$ cat src/rtl/ms_arbiter.sv
// ms_arbiter: round-robin front end that shares one serial maze solver among
// N_REQ requesters. The owner's maze is streamed bit-serially into the solver.
// The solver's path or fail beats are then returned, tagged with the owner index.
// Optional build macro MS_ARB_WDOG_EN adds a watchdog. It aborts a silent solver
// after TIMEOUT cycles and pulses ms_clr_n low for two cycles.
module ms_arbiter #(
    parameter int N_REQ     = 4,
    parameter int MAZE_BITS = 225,
    parameter int GAP       = 2,
    parameter int TIMEOUT   = 1023
) (
    input  logic                     clk,
    input  logic                     rst_n,
    input  logic [N_REQ-1:0]         req,
    input  logic [N_REQ-1:0]         req_bit,
    output logic [N_REQ-1:0]         gnt,
    output logic                     ms_in_valid,
    output logic                     ms_maze,
    output logic                     ms_clr_n,
    input  logic                     ms_out_valid,
    input  logic                     ms_not_valid,
    input  logic [3:0]               ms_x,
    input  logic [3:0]               ms_y,
    output logic                     rsp_valid,
    output logic [$clog2(N_REQ)-1:0] rsp_id,
    output logic [3:0]               rsp_x,
    output logic [3:0]               rsp_y,
    output logic                     rsp_fail,
    output logic                     done,
    output logic [7:0]               rsp_len
);

    localparam int ID_W  = $clog2(N_REQ);
    localparam int BIT_W = $clog2(MAZE_BITS + 1);
    localparam int GAP_W = $clog2(GAP + 1);

    // Reject configurations the counters and index widths are not sized for.
    if (N_REQ < 2 || N_REQ > 8 || MAZE_BITS < 1 || GAP < 1 || TIMEOUT < 2) begin : g_bad_params
        $error("ms_arbiter: parameter out of range");
    end

    typedef enum logic [2:0] {
        ST_IDLE,
        ST_LOAD,
        ST_WAIT,
        ST_DRAIN,
        ST_GAP
    } state_t;

    state_t             state_q, state_d;
    logic [ID_W-1:0]    owner_q, owner_d;
    logic [ID_W-1:0]    last_q, last_d;
    logic [BIT_W-1:0]   bit_cnt_q, bit_cnt_d;
    logic [GAP_W-1:0]   gap_cnt_q, gap_cnt_d;
    logic [7:0]         len_q, len_d;

    logic [N_REQ-1:0]   gnt_d;
    logic               in_valid_d;
    logic               maze_d;
    logic               rsp_valid_d;
    logic [ID_W-1:0]    rsp_id_d;
    logic [3:0]         rsp_x_d;
    logic [3:0]         rsp_y_d;
    logic               rsp_fail_d;
    logic               done_d;
    logic [7:0]         rsp_len_d;

    logic [ID_W-1:0]    cand;
    logic [ID_W-1:0]    pick;
    logic               found;

`ifdef MS_ARB_WDOG_EN
    localparam int WD_W = $clog2(TIMEOUT + 1);

    logic [WD_W-1:0]    wd_cnt_q, wd_cnt_d;
    logic [1:0]         clr_cnt_q, clr_cnt_d;
    logic               clr_n_d;
`endif

    // Next-state, round-robin pick and registered-output values for every state.
    always_comb begin
        state_d     = state_q;
        owner_d     = owner_q;
        last_d      = last_q;
        bit_cnt_d   = bit_cnt_q;
        gap_cnt_d   = gap_cnt_q;
        len_d       = len_q;
        gnt_d       = gnt;
        in_valid_d  = 1'b0;
        maze_d      = 1'b0;
        rsp_valid_d = 1'b0;
        rsp_id_d    = '0;
        rsp_x_d     = '0;
        rsp_y_d     = '0;
        rsp_fail_d  = 1'b0;
        done_d      = 1'b0;
        rsp_len_d   = '0;
`ifdef MS_ARB_WDOG_EN
        wd_cnt_d    = wd_cnt_q;
        clr_cnt_d   = (clr_cnt_q != 2'd0) ? clr_cnt_q - 2'd1 : 2'd0;
`endif

        // Scan downward so the candidate closest after 'last' is written last and wins.
        cand  = '0;
        pick  = last_q;
        found = 1'b0;
        for (int i = N_REQ; i >= 1; i--) begin
            cand = ID_W'((int'(last_q) + i) % N_REQ);
            if (req[cand]) begin
                pick  = cand;
                found = 1'b1;
            end
        end

        case (state_q)
            ST_IDLE: begin
                if (found) begin
                    owner_d     = pick;
                    gnt_d       = '0;
                    gnt_d[pick] = 1'b1;
                    bit_cnt_d   = '0;
                    len_d       = '0;
                    state_d     = ST_LOAD;
                end
            end

            ST_LOAD: begin
                in_valid_d = 1'b1;
                maze_d     = req_bit[owner_q];
`ifdef MS_ARB_WDOG_EN
                wd_cnt_d   = '0;
`endif
                if (bit_cnt_q == BIT_W'(MAZE_BITS - 1)) begin
                    bit_cnt_d = '0;
                    state_d   = ST_WAIT;
                end else begin
                    bit_cnt_d = bit_cnt_q + 1'b1;
                end
            end

            ST_WAIT, ST_DRAIN: begin
                if (ms_out_valid) begin
                    rsp_valid_d = 1'b1;
                    rsp_id_d    = owner_q;
                    rsp_x_d     = ms_x;
                    rsp_y_d     = ms_y;
                    rsp_fail_d  = ms_not_valid;
                    len_d       = (len_q == 8'hFF) ? len_q : len_q + 8'd1;
                    state_d     = ST_DRAIN;
`ifdef MS_ARB_WDOG_EN
                    wd_cnt_d    = '0;
`endif
                end else if (state_q == ST_DRAIN) begin
                    done_d    = 1'b1;
                    rsp_len_d = len_q;
                    gnt_d     = '0;
                    last_d    = owner_q;
                    gap_cnt_d = '0;
                    state_d   = ST_GAP;
                end
`ifdef MS_ARB_WDOG_EN
                else if (wd_cnt_q == WD_W'(TIMEOUT - 1)) begin
                    rsp_valid_d = 1'b1;
                    rsp_id_d    = owner_q;
                    rsp_fail_d  = 1'b1;
                    done_d      = 1'b1;
                    rsp_len_d   = 8'd1;
                    gnt_d       = '0;
                    last_d      = owner_q;
                    gap_cnt_d   = '0;
                    wd_cnt_d    = '0;
                    clr_cnt_d   = 2'd2;
                    state_d     = ST_GAP;
                end else begin
                    wd_cnt_d = wd_cnt_q + 1'b1;
                end
`endif
            end

            ST_GAP: begin
                if (int'(gap_cnt_q) + 1 >= GAP) begin
                    gap_cnt_d = '0;
                    state_d   = ST_IDLE;
                end else begin
                    gap_cnt_d = gap_cnt_q + 1'b1;
                end
            end

            default: begin
                state_d = ST_IDLE;
                gnt_d   = '0;
            end
        endcase

`ifdef MS_ARB_WDOG_EN
        clr_n_d = (clr_cnt_d == 2'd0);
`endif
    end

    // State, bookkeeping counters and all registered outputs.
    always_ff @(posedge clk or negedge rst_n) begin
        if (!rst_n) begin
            state_q     <= ST_IDLE;
            owner_q     <= '0;
            last_q      <= ID_W'(N_REQ - 1);
            bit_cnt_q   <= '0;
            gap_cnt_q   <= '0;
            len_q       <= '0;
            gnt         <= '0;
            ms_in_valid <= 1'b0;
            ms_maze     <= 1'b0;
            rsp_valid   <= 1'b0;
            rsp_id      <= '0;
            rsp_x       <= '0;
            rsp_y       <= '0;
            rsp_fail    <= 1'b0;
            done        <= 1'b0;
            rsp_len     <= '0;
        end else begin
            state_q     <= state_d;
            owner_q     <= owner_d;
            last_q      <= last_d;
            bit_cnt_q   <= bit_cnt_d;
            gap_cnt_q   <= gap_cnt_d;
            len_q       <= len_d;
            gnt         <= gnt_d;
            ms_in_valid <= in_valid_d;
            ms_maze     <= maze_d;
            rsp_valid   <= rsp_valid_d;
            rsp_id      <= rsp_id_d;
            rsp_x       <= rsp_x_d;
            rsp_y       <= rsp_y_d;
            rsp_fail    <= rsp_fail_d;
            done        <= done_d;
            rsp_len     <= rsp_len_d;
        end
    end

`ifdef MS_ARB_WDOG_EN
    // Watchdog counter and the two-cycle solver clear pulse.
    always_ff @(posedge clk or negedge rst_n) begin
        if (!rst_n) begin
            wd_cnt_q  <= '0;
            clr_cnt_q <= 2'd0;
            ms_clr_n  <= 1'b1;
        end else begin
            wd_cnt_q  <= wd_cnt_d;
            clr_cnt_q <= clr_cnt_d;
            ms_clr_n  <= clr_n_d;
        end
    end
`else
    assign ms_clr_n = 1'b1;
`endif

endmodule
$ cat config.mk
export PLATFORM = sky130hd
export DESIGN_NAME = ms_arbiter
export DESIGN_NICKNAME = d
export VERILOG_FILES = /design/src/rtl/ms_arbiter.sv
export SDC_FILE = /design/constraint.sdc
export NUM_CORES = 1
export LEC_CHECK = 0
export CAP_MARGIN = 5
export CORE_MARGIN = 3
export CORE_UTILIZATION = 55
export DETAILED_ROUTE_END_ITERATION = 8
export PLACE_DENSITY = 0.84
export SLEW_MARGIN = 20
export SYNTH_ARGS = -nofsm -noshare
export SYNTH_HDL_FRONTEND = slang
export SYNTH_SLANG_ARGS = --single-unit
$ cat constraint.sdc
create_clock -name clk -period 2.75 [get_ports clk]
set_input_delay 0.55 -clock clk [delete_from_list [all_inputs] [get_ports clk]]
set_output_delay 0.55 -clock clk [all_outputs]
set_load 0.02 [all_outputs]
Yosys cells after proc, flatten, opt, wreduce, memory -nomap -nowiden
Cells that the tools add are included.
Word-level totals
  register bits after elaboration: 52
  logic and storage cells: 120
Operators by class
  add/sub/neg operators: 8
  magnitude comparators: 8
  eq/ne operators: 14
  multiplexer cells: 58
  bitwise logic cells: 2
  reduce and logical (&&, ||, !) cells: 14
Operators by type and width (number)
  $mux 8: 7
  $pmux 8 s2: 2
  $mux 4: 7
  $mux 1: 19
  $lt 2x3->1 const B: 6
  $mux 2: 9
  $add 8x1->8 const B: 2
  $eq 8x8->1 const B: 2
  $mux 3: 5
  $ne 2x2->1 const B: 7
  $pmux 3 s4: 1
  $pmux 4 s3: 1
  $reduce_and 4->1: 3
  $bmux 1 s2: 5
  $add 2x1->2 const B: 3
  $eq 3x2->1 const B: 2
  $reduce_and 3->1: 2
  $reduce_bool 2->1: 3
  $add 2x2->2 const B: 2
  $pmux 2 s2: 1
  $reduce_and 2->1: 2
  $reduce_or 2->1: 2
  $add 2x1->3 const B: 1
  $eq 3x1->1 const B: 1
  other kinds (8): 9

Depth between registers and ports, before layout
Gate-level depths: netlist of the first run.
  depth in word-level cells: 13
  gate-level depth with buffers: 7

Worst setup path before layout of the first run
No wires, ideal clock.
  kind: input-to-reg
  start: input port req[1]
  end: register len_q[5]
  arrival: 1.567 ns
  required time: 2.646 ns
  slack: 1.080 ns
  stages on the path: 3
  cell sequence: or4_4 -> and2_4 -> o41ai_2
On the way
  word-level cells in the longest chain between the ends: 8
  elaborated cells between the ends (all ways): 14
RTL lines
  from (decl): line 14  | input logic [N_REQ-1:0] req,
  $bmux 1 s2: line 109  | if (req[cand]) begin
  $mux 1 (implied by the code): line 109
  $mux 1 (3 in series): line 109
  $mux 1 (*): line 109
  $ne 2x2->1 (no source line) (*)
  $reduce_and 4->1 (no source line) (*)
  to (signal assigned): line 225  | len_q <= len_d;
  to (decl): line 55  | logic [7:0] len_q, len_d;
Mark *: on every way between the ends. The rest lies on a longest branch, timed or not. The select of a mux whose other input is x is not followed.
A chain may end at the register's enable or synchronous reset.

Worst setup path after layout of the first run
  start: input port req[1]
  end: register gnt[2]
On the way
  word-level cells in the longest chain between the ends: 12
  elaborated cells between the ends (all ways): 25
RTL lines
  $bmux 1 s2: line 109
  $mux 1 (implied by the code): line 109
  $mux 2 (4 in series): line 109
  $lt 2x3->1 (implied by the code) / $ge 2x1->1 (equally long branches): line 120  | gnt_d[pick] = 1'b1;
  $logic_and 1x1->1 (implied by the code): line 120
  $mux 1 (implied by the code): line 120
  $demux 1 s2: line 120
  $mux 4: line 117  | if (found) begin
  $pmux 4 s3: line 115  | case (state_q)
  to (signal assigned): line 226  | gnt <= gnt_d;
  to (decl): line 16  | output logic [N_REQ-1:0] gnt,
Parallel ways exist; a longest one is shown, timed or not. The select of a mux whose other input is x is not followed.

==> results by group, run 1 <==
Critical path
  – Critical path origin: req[1]
  – Required time of the critical path: 2.96 ns
  – Worst R2R Path Depth: 4
  – Max incr delay on CP: 0.61 ns
  – CP max FO: 10
  – Crit path to: gnt[2]
  – R2r startpoint: state_q[0]
  – Crit path buffers/inverters: 1
  – Worst Path Arrival: between 2 and 2.5 ns
  – Endpoint of the worst register-to-register path: bit_cnt_q[7]
  – Worst setup EP type: register
  – Critical path depth: 5
  – CP delay by family, top: simple AND/OR/NAND/NOR gates
  – WS Path Type: input port to register
  – Element type at the critical path start: input port
  – FF-to-FF setup slack: between 0.9 and 1 ns
  – Critical path cell sequence: clkdlybuf4s50_1, or4_4, nand2_2, nor2_1, a22o_1
  – Worst path slowest cell: or4_4

Run
  – Max-cap violations: 0

Logic synthesis
  – Post-synthesis instance total: about 210
  – Yosys warnings: 0
  – Post-synth EDFFs: 0
  – Synth unique cells: 55
  – Post-synth top flop: dfrtp_1
  – Multiplexer share of the synthesized area: 2.29%
  – Area share of fa/ha/maj cells after synthesis: about 2.1%
  – Post-synthesis register bit count: 52
  – Post-Synthesis Net Count: around 240
  – Synth Area in Compound Gates: 16.7%
  – Synth Cell Area: ~2400 µm²
  – Post-synthesis sequential area ratio: 54.1%
  – Largest family of logic cells by synthesized area: simple AND/OR/NAND/NOR gates
  – Synth Area in Simple Gates: 20.0%
  – Post-synthesis xor/xnor area fraction: about 1.1%
  – Synth async-reset ratio: 100%
  – Syn avg cell area: 11.3 µm²

Global route
  – Vias in the first global route: 1773
  – First-pass GRT wire length: 8250 µm
  – M3 GR Usage: approximately 6.6%
  – Total global routing overflow: 0
  – Busiest grt layer: met2
  – M2 GR Usage: 32.5%
  – GRT met1 Usage: 26.6%
  – Initial antenna violation count: 0
  – Largest net degree at the start of global routing: 29
  – Tot GR Track Use: 20.5%

Detailed routing
  – Remaining DRCs: 0
  – Routed Antenna Nets: 0
  – Iteration-0 DRC Markers: 147
  – Drt total wl: between 4000 and 5000 µm
  – Drt wl/cell: 15.2 µm
  – Via count: 1761
  – Via density: 5.68
  – First-pass detailed-route iteration total: 4

Power and ir drop
  – VDD IR max: 0.546 mV
  – Leakage: 1.36 nW
  – Switch Pwr: 0.989 mW
  – Clk pwr share: 16.0%
  – Internal power: 1.61 mW
  – PD cells: 871 nW/µm²
  – Sw frac: 38.1%
  – Sequential Power Share: 44.5%
  – Combinational share of power: 39.5%
  – Total power: 2.60 mW

Floorplan
  – I/O pin count: between 40 and 50
  – Core ar.: about 4100 µm²
  – Rows: 23
  – Die width: between 70 and 80 µm
  – Die height: between 70 and 80 µm
  – Die area: 5210 µm²
  – Starting Density: a little under 60%

Clock network
  – H-tree Lvls: 2
  – Cts repair resizes: 0
  – CTS tree: done
  – CTS Root Cell: clkbuf_8
  – CTS buffer count: 5
  – Setup bufs post-CTS: 0
  – Insertion delay to the later sink of the worst-skew pair: 0.31 ns
  – Hold-fix buffers at CTS: 0
  – Reg clk slew, reported paths: 0.09 ns
  – Clk sink count: 52
  – Clk buf depth: 2

Placement
  – RePlAce Congestion: 0.802
  – Dpl hpwl: 3360 µm
  – Placed inst area: 2900 µm²
  – Port Buffers: 46

Cells and area
  – Final Cell Area: 2980 µm²
  – Final core utilization: 72.5%
  – Synthesis-to-layout area growth: 23.8%
  – Nets: around 280
  – Layout cells sized above 1: 10.4%
  – Ant. Diodes: 0

STA
  – Worst rel slew slack: 59.9%
  – Max Clock Freq: 510 MHz
  – Pins Over Slew Limit: 0
  – Final hold vios: 0
  – RSZ-0062 raised after global routing: false
  – Clk_skew: 0.00849 ns
  – Setup TNS: 0 ns
  – Tmin final: 1.96 ns
  – Slew @ Worst Pin: between 0.6 and 0.7 ns
  – Final Setup Violations: 0
  – Final worst path period share: 71.3%

Status
  – Status: completed

Min path
  – Type of the most critical hold path: input port to async pin
cells in the final DEF, fill, tap and decap left out, drive strengths merged, types with 2 or more instances in the layout:
master	count
dfrtp	50
clkbuf	5
inv	6
nor3b	3
nor3	2
and3	12
a211oi	2
mux2	2
buf	6
nor2	8
nand2b	5
or3	2
ha	4
nand4	2
a21o	2
o211ai	2
nand2	17
a21oi	6
a32o	2
dfstp	2
o21ai	11
clkdlybuf4s50	45
nor2b	4
o41ai	2
a22o	5
o21a	4
and3b	3
nand3	4
and2	15
o31ai	3
a31oi	3
o22ai	2
xor2	3
sequential cells by signal (all words and copies together), names as in the netlist, 3 cells and up:
register / cells
bit_cnt_q: 8
rsp_x: 4
rsp_len: 8
gnt: 4
rsp_y: 4
len_q: 8
state_q: 3
Yosys cell counts (all sizes together), types with 4 or more instances:
library cell / count / area, µm²
dfrtp: 50 / 1250
nor2b: 4 / 25.0
and2: 15 / 96.3
and3: 12 / 75.1
o21a: 4 / 30.0
nand2: 17 / 66.3
a21oi: 6 / 30.0
o21ai: 11 / 55.1
a22o: 5 / 43.8
buf: 8 / 47.5
clkbuf: 4 / 16.3
ha: 4 / 50.1
nand3: 4 / 20.0
inv: 6 / 22.5
nand2b: 5 / 31.3
nor2: 8 / 30.0
final cells by class:
type,count,area [µm²]
fillers,301,1130
well taps,50,62.6
clock inverters,2,12.5
multi-input cells,144,1020
flip-flops and latches,52,1300
clock buffers,5,68.8
inverters,6,22.5
repair buffers,51,493
metrics by stage:
step	hold slack, ns	cells	worst slack, ns
floorplan	0.254	214	1.08
global placement	0.482	303	0.531
detailed placement	0.483	303	0.464
CTS	0.256	310	0.795
global route	0.281	310	0.707
finish	0.241	310	0.788
metal layers:
layer	wire length [µm]	vias to the layer above
met2	2210	53
li1	-	855
met1	2130	844
met4	78	0
met5	0	-
met3	298	9
worst min-delay path by stage:
stage          cells after the start    startpoint  slack (ns)      endpoint
2_1_floorplan                      0         rst_n        0.25  bit_cnt_q[0]
3_3_place_gp                       1  gap_cnt_q[1]        0.48  gap_cnt_q[1]
3_5_place_dp                       1        gnt[0]        0.48        gnt[0]
4_1_cts                            1         rst_n        0.26      len_q[1]
5_1_grt                            1         rst_n        0.28  bit_cnt_q[1]
6_report                           1         rst_n        0.24  gap_cnt_q[0]
worst register-to-register path, cell delays in order, from the launching register on:
cell and delay, ns:
dfrtp_1 0.56, nor3b_2 0.41, o21a_1 0.39, o21ai_0 0.15, a31oi_1 0.17
cells by family after synthesis:
family | after synthesis
AO/OA/AOI/OAI | 53
XOR/XNOR | 3
adder cells (fa/ha/maj) | 4
buffers and inverters | 18
flip-flops | 52
multiplexers | 4
other | 1
AND/OR/NAND/NOR | 79
power by group through the flow:
stage	sequential, mW	combinational [mW]	clock [mW]
2_1_floorplan	1.15	0.711	0
3_3_place_gp	1.16	0.995	0
3_5_place_dp	1.17	1.03	0
4_1_cts	1.15	1.03	0.425
5_1_grt	1.19	1.14	0.460
6_report	1.16	1.03	0.415
Power figures use the tool's default switching activity.
==> run 2, diff against run 1 <==
--- a/config.mk
+++ b/config.mk
@@ -7,9 +7,9 @@
 export LEC_CHECK = 0
 export CAP_MARGIN = 5
 export CORE_MARGIN = 3
-export CORE_UTILIZATION = 55
+export CORE_UTILIZATION = 46
 export DETAILED_ROUTE_END_ITERATION = 8
-export PLACE_DENSITY = 0.84
+export PLACE_DENSITY = 0.75
 export SLEW_MARGIN = 20
 export SYNTH_ARGS = -nofsm -noshare
 export SYNTH_HDL_FRONTEND = slang
==> constraint.sdc (replaced) <==
create_clock -name clk -period 1.7 [get_ports clk]
set_input_delay 0.34 -clock clk [delete_from_list [all_inputs] [get_ports clk]]
set_output_delay 0.34 -clock clk [all_outputs]
set_load 0.02 [all_outputs]
==> run 2 against run 1 <==
Net effect: routed wire length increased by 3.4%; global-route usage down 3.0 points; core utilization fell by 6.3 points; critical path depth fell by 4; flip-flop and latch count unchanged; die area up 18%; worst hold slack lost 0.23 ns; sequential power is 55% higher.
==> results by group, run 2 (synthesized netlist as in run 1, its figures left out) <==
STA
  – Final hold vios: 0 (unchanged)
  – Tmin final: 1.65 ns
  – Clk_skew: 0.00586 ns (-0.00263 ns)
  – Final worst path period share: 97.0%
  – Pins Over Slew Limit: 0 (unchanged)
  – Setup TNS: 0 ns (unchanged)
  – Final Setup Violations: 0 (unchanged)
  – Max Clock Freq: 607 MHz
  – Worst setup margin: 0.0517 ns (-0.736 ns)

Critical path
  – Worst Path Arrival: 1.31 ns (-0.86 ns)
  – WS Path Type: register to output pin
  – Worst setup EP type: output pin
  – Element type at the critical path start: register
  – CP max FO: 2 (-8)
  – Crit path buffers/inverters: 1 (unchanged)
  – Critical path cell sequence: clkdlybuf4s50_1
  – Worst path slowest cell: clkdlybuf4s50_1
  – Required time of the critical path: 1.36 ns (-1.60 ns)
  – CP delay by family, top: buffers and inverters
  – Max incr delay on CP: 0.62 ns (about the same)

Global route
  – Total global routing overflow: 0 (unchanged)
  – Vias in the first global route: 1900 (+7.2%)
  – Tot GR Track Use: 17.6% (-3.0 points)
  – First-pass GRT wire length: 8610 µm (+4.4%)
  – Largest net degree at the start of global routing: 53 (+83%)
  – Initial antenna violation count: 0 (unchanged)

Floorplan
  – I/O pin count: 48 (unchanged)
  – Die height: 78.4 µm (+8.6%)
  – Core ar.: 4880 µm² (+19%)
  – Rows: 25 (+8.7%)
  – Starting Density: 49.4% (-9.2 points)
  – Die width: 78.4 µm (+8.6%)
  – Die area: 6140 µm² (+18%)

Power and ir drop
  – PD cells: 1400 nW/µm² (+61%)
  – VDD IR max: 0.772 mV (+41%)
  – Sequential Power Share: 39.8% (-4.7 points)
  – Leakage: 1.50 nW (+11%)
  – Switch Pwr: 1.67 mW (+68%)
  – Combinational share of power: 44.6% (+5.1 points)
  – Internal power: 2.85 mW (+77%)
  – Clk pwr share: 15.6% (-0.4 points)
  – Sw frac: 36.8% (-1.2 points)

Run
  – Max-cap violations: 0 (unchanged)

Detailed routing
  – Iteration-0 DRC Markers: 114 (-22%)
  – First-pass detailed-route iteration total: 4 (unchanged)
  – Via density: 5.26 (-7.4%)
  – Routed Antenna Nets: 0 (unchanged)
  – Drt wl/cell: 13.8 µm (-9.5%)
  – Drt total wl: 4870 µm (+3.4%)
  – Via count: 1863 (+5.8%)
  – Remaining DRCs: 0 (unchanged)

Cells and area
  – Synthesis-to-layout area growth: 34.0%
  – Regs by FF count: bit_cnt_q: 8 flops, len_q: 8 flops, rsp_len: 8 flops
  – Nets: 310 (+9.2%)
  – Layout cells sized above 1: 19.5% (+9.1 points)
  – Ant. Diodes: 0 (unchanged)
  – Most common cell after layout, fill and taps aside: dfrtp_1
  – Commonest non-fill, non-tap cells in the layout: 50 x dfrtp_1, 45 x clkdlybuf4s50_1, 30 x buf_4

Clock network
  – CTS buffer count: 5 (unchanged)
  – CTS tree: done
  – Clk sink count: 52 (unchanged)
  – H-tree Lvls: 2 (unchanged)
  – Setup bufs post-CTS: 0 (unchanged)
  – CTS Root Cell: clkbuf_8
  – Insertion delay to the later sink of the worst-skew pair: 0.31 ns (about the same)
  – Reg clk slew, reported paths: 0.09 ns (about the same)
  – Clk buf depth: 2 (unchanged)

Placement
  – Pre-CTS WS: -0.287 ns (-0.751 ns)
  – Port Buffers: 46 (unchanged)
  – Dpl hpwl: 3570 µm (+6.3%)
  – RePlAce Congestion: 0.882 (+10%)

Min path
  – Type of the most critical hold path: input port to async pin

Status
  – Status: completed
run 2: cell types whose count changed in the layout (fill, tap and decap cells not counted), sizes merged:
cell / previous run / this run
buf: 6 / 32
clkinv: 1 / 2
clkinvlp: 1 / 0
inv: 6 / 7
run 2: power groups by stage:
stage | registers (mW) | clock network (mW) | logic (mW)
2_1_floorplan | 1.86 | 0 | 1.15
3_3_place_gp | 1.81 | 0 | 1.96
3_5_place_dp | 1.82 | 0 | 2.01
4_1_cts | 1.80 | 0.728 | 2.02
5_1_grt | 1.85 | 0.775 | 2.24
6_report | 1.80 | 0.704 | 2.02
run 2: cell type report:
cell class | instances | area [µm²]
fillers | 380 | 1650
flip-flops and latches | 52 | 1300
multi-input cells | 144 | 1020
repair buffers | 77 | 701
well taps | 67 | 83.8
clock buffers | 5 | 68.8
clock inverters | 3 | 22.5
inverters | 6 | 22.5
run 2: layer usage:
metal | track usage, % | vias to the layer above | share of wire [%]
met5 | 0 | - | 0
met4 | 6.82 | 0 | 1.4
met3 | 4.01 | 6 | 6.0
met2 | 28.0 | 55 | 47
met1 | 23.4 | 885 | 46
li1 | - | 917 | -
run 2: path summary, 6_finish.rpt:
kind                                   start            to  slack, ns  cells after the start
worst min-delay path                   rst_n    rsp_len[3]      0.007                      2
worst min register to register  bit_cnt_q[7]  bit_cnt_q[7]       0.50                      1
min in group clk                bit_cnt_q[7]  bit_cnt_q[7]       0.50                      1
worst max-delay path                  gnt[0]        gnt[0]       0.05                      1
max in group asynchronous              rst_n     last_q[0]       1.42                      2
worst max register to register  bit_cnt_q[3]    state_q[0]       0.10                      3
run 2: per-stage QoR:
stage               total power, mW  utilization, %  instances  instance area, µm²  hold WS, ns
finish                         4.52            66.1        354                3230      0.00651
global route                   4.87            66.1        354                3230       0.0199
CTS                            4.55            66.0        354                3220       0.0152
detailed placement             3.84            64.1        346                3130        0.351
global placement               3.78            64.1        346                3130        0.351
floorplan                      3.01               -        214                2410       0.0444
run 2: timing repair:
item | 4_1_cts | 5_1_grt
gates resized for setup | 0 | 2
hold buffers | 0 | 0
endpoints found under the setup margin | 0 | 3
==> run 3, diff against run 2 <==
--- a/config.mk
+++ b/config.mk
@@ -9,6 +9,7 @@
 export CORE_MARGIN = 3
 export CORE_UTILIZATION = 46
 export DETAILED_ROUTE_END_ITERATION = 8
+export GPL_TIMING_DRIVEN = 0
 export PLACE_DENSITY = 0.75
 export SLEW_MARGIN = 20
 export SYNTH_ARGS = -nofsm -noshare
==> constraint.sdc (replaced) <==
create_clock -name clk -period 1.7 [get_ports clk]
set_input_delay 0.425 -clock clk [delete_from_list [all_inputs] [get_ports clk]]
set_output_delay 0.425 -clock clk [all_outputs]
set_load 0.02 [all_outputs]
==> run 3 against run 2 <==
Net effect: power is 3.6% lower; non-clock buffer count is 18 lower; final cell count decreased by 5.1%; die area unchanged; cell area down 2.9%.
==> results by group, run 3 (synthesized netlist as in run 1, its figures left out) <==
Detailed routing
  – Via count: 1777 (-4.6%)
  – Routed Antenna Nets: 0 (unchanged)
  – Drt wl/cell: 14.3 µm (+4.0%)
  – Drt total wl: 4810 µm (-1.3%)
  – First-pass detailed-route iteration total: 4 (unchanged)
  – Remaining DRCs: 0 (unchanged)
  – Via density: 5.29 (+0.49%)
  – Iteration-0 DRC Markers: 79 (-31%)

Critical path
  – WS Path Type: register to output pin
  – Worst R2R Path Depth: 5 (+2)
  – Max incr delay on CP: 0.59 ns (-0.03 ns)
  – Worst Path Arrival: 1.23 ns (-0.08 ns)
  – Required time of the critical path: 1.27 ns (-0.09 ns)
  – Crit path to: done
  – R2r startpoint: state_q[2]
  – FF-to-FF setup slack: 0.08 ns (-0.02 ns)
  – Critical path cell sequence: clkdlybuf4s50_1
  – Worst setup EP type: output pin
  – Endpoint of the worst register-to-register path: len_q[7]
  – Critical path origin: done
  – CP delay by family, top: buffers and inverters
  – Element type at the critical path start: register
  – CP max FO: 1 (-1)
  – Worst path slowest cell: clkdlybuf4s50_1
  – Crit path buffers/inverters: 1 (unchanged)
  – Critical path depth: 1 (unchanged)

Placement
  – Placed inst area: 2940 µm² (-6.0%)
  – RePlAce Congestion: 0.852 (-3.4%)
  – Port Buffers: 45 (-2.2%)
  – Placed cells: 326 (-5.8%)
  – Pre-CTS WS: -0.471 ns (-0.184 ns)
  – Dpl hpwl: 3260 µm (-8.7%)

STA
  – Slew @ Worst Pin: 0.622 ns
  – Pins Over Slew Limit: 0 (unchanged)
  – Tmin final: 1.66 ns (+0.00761 ns)
  – Final hold vios: 0 (unchanged)
  – Setup TNS: 0 ns (unchanged)
  – Clk_skew: 0.00603 ns (+0.000168 ns)
  – Final worst path period share: 97.4% (+0.45 points)
  – Worst setup margin: 0.0441 ns (-0.00761 ns)
  – Final Setup Violations: 0 (unchanged)
  – Max Clock Freq: 604 MHz (-0.46%)
  – RSZ-0062 raised after global routing: true
  – Worst rel slew slack: 58.5%

Power and ir drop
  – PD cells: 1390 nW/µm² (-0.73%)
  – Switch Pwr: 1.68 mW (+1.0%)
  – Sequential Power Share: 40.7% (+0.9 points)
  – Clk pwr share: 17.0% (+1.4 points)
  – VDD IR max: 0.744 mV (-3.6%)
  – Internal power: 2.68 mW (-6.3%)
  – Sw frac: 38.6% (+1.8 points)
  – Combinational share of power: 42.3% (-2.3 points)
  – Leakage: 1.77 nW (+18%)

Cells and area
  – Commonest non-fill, non-tap cells in the layout: 48 x dfrtp_1, 18 x dlymetal6s2s_1, 16 x nand2_1, 16 x clkdlybuf4s50_1, 14 x and2_1
  – Layout cells sized above 1: 14.9% (-4.6 points)
  – Final Cell Area: 3130 µm² (-2.9%)
  – Post-route insts no fill: 336 (-5.1%)
  – Most common cell after layout, fill and taps aside: dfrtp_1
  – Regs by FF count: bit_cnt_q: 8 flops, len_q: 8 flops, rsp_len: 8 flops
  – Ant. Diodes: 0 (unchanged)
  – Nets: 292 (-5.8%)
  – Synthesis-to-layout area growth: 30.1%

Floorplan
  – Core ar.: 4880 µm² (unchanged)
  – Die width: 78.4 µm (unchanged)
  – Die height: 78.4 µm (unchanged)
  – Die area: 6140 µm² (unchanged)
  – Starting Density: 49.4% (unchanged)
  – I/O pin count: 48 (unchanged)
  – Rows: 25 (unchanged)

Clock network
  – Clk buf depth: 2 (unchanged)
  – CTS tree: done
  – CTS buffer count: 5 (unchanged)
  – Insertion delay to the later sink of the worst-skew pair: 0.31 ns (about the same)
  – CTS Root Cell: clkbuf_8
  – Clk sink count: 52 (unchanged)
  – Reg clk slew, reported paths: 0.10 ns (about the same)
  – H-tree Lvls: 2 (unchanged)

Global route
  – Total global routing overflow: 0 (unchanged)
  – Vias in the first global route: 1705 (-10%)
  – First-pass GRT wire length: 8340 µm (-3.2%)
  – Initial antenna violation count: 0 (unchanged)
  – Largest net degree at the start of global routing: 53 (unchanged)
  – Tot GR Track Use: 17.1% (-0.50 points)

Status
  – Status: completed

Min path
  – Type of the most critical hold path: input port to async pin

Run
  – Max-cap violations: 0 (unchanged)
==> run 3: worst min path at each step <==
stage                         endpoint  startpoint  slack [ns]
after floorplan           bit_cnt_q[0]       rst_n        0.13
after global placement          gnt[1]      gnt[1]        0.47
after detailed placement   ms_in_valid  state_q[2]        0.47
after CTS                     rsp_y[1]       rst_n        0.15
after global routing          rsp_y[1]       rst_n        0.16
final                         rsp_y[1]       rst_n        0.12
==> run 3: area by class of cell <==
class	instances	area [µm²]
Buffer	11	66.3
Clock buffer	5	68.8
Clock inverter	3	26.3
Fill cell	396	1750
Inverter	6	22.5
Multi-Input combinational cell	144	1060
Sequential cell	52	1310
Tap cell	67	83.8
Timing Repair Buffer	48	503
==> run 3: routing by layer <==
metal	GRT usage, %	routed length, µm	vias to the layer above
li1	-	-	880
met2	26.4	2220	41
met1	23.6	2260	850
met5	0	0	-
met3	4.82	270	6
met4	4.72	60	0
==> run 3: power by group through the flow <==
stage	clock network [mW]	registers, mW	logic, mW
after detailed placement	0	1.78	1.81
final	0.739	1.78	1.84
after global placement	0	1.77	1.77
after floorplan	0	1.86	1.15
after global routing	0.823	1.82	2.04
after CTS	0.761	1.76	1.82
==> run 3: metrics by stage <==
step,total power [mW],util (%),hold WS (ns)
finish,4.36,64.2,0.120
CTS,4.34,62.4,0.146
floorplan,3.01,-,0.129
detailed placement,3.60,60.3,0.470
global route,4.68,64.2,0.158
global placement,3.54,60.3,0.467
==> run 3: repair_timing <==
item / CTS / global route
hold buffers: 0 / 0
pin swaps: 2 / 3
cloned: 0 / 0
buffers inserted: 0 / 3
endpoints found under the setup margin: 22 / 32
gates resized for setup: 14 / 24
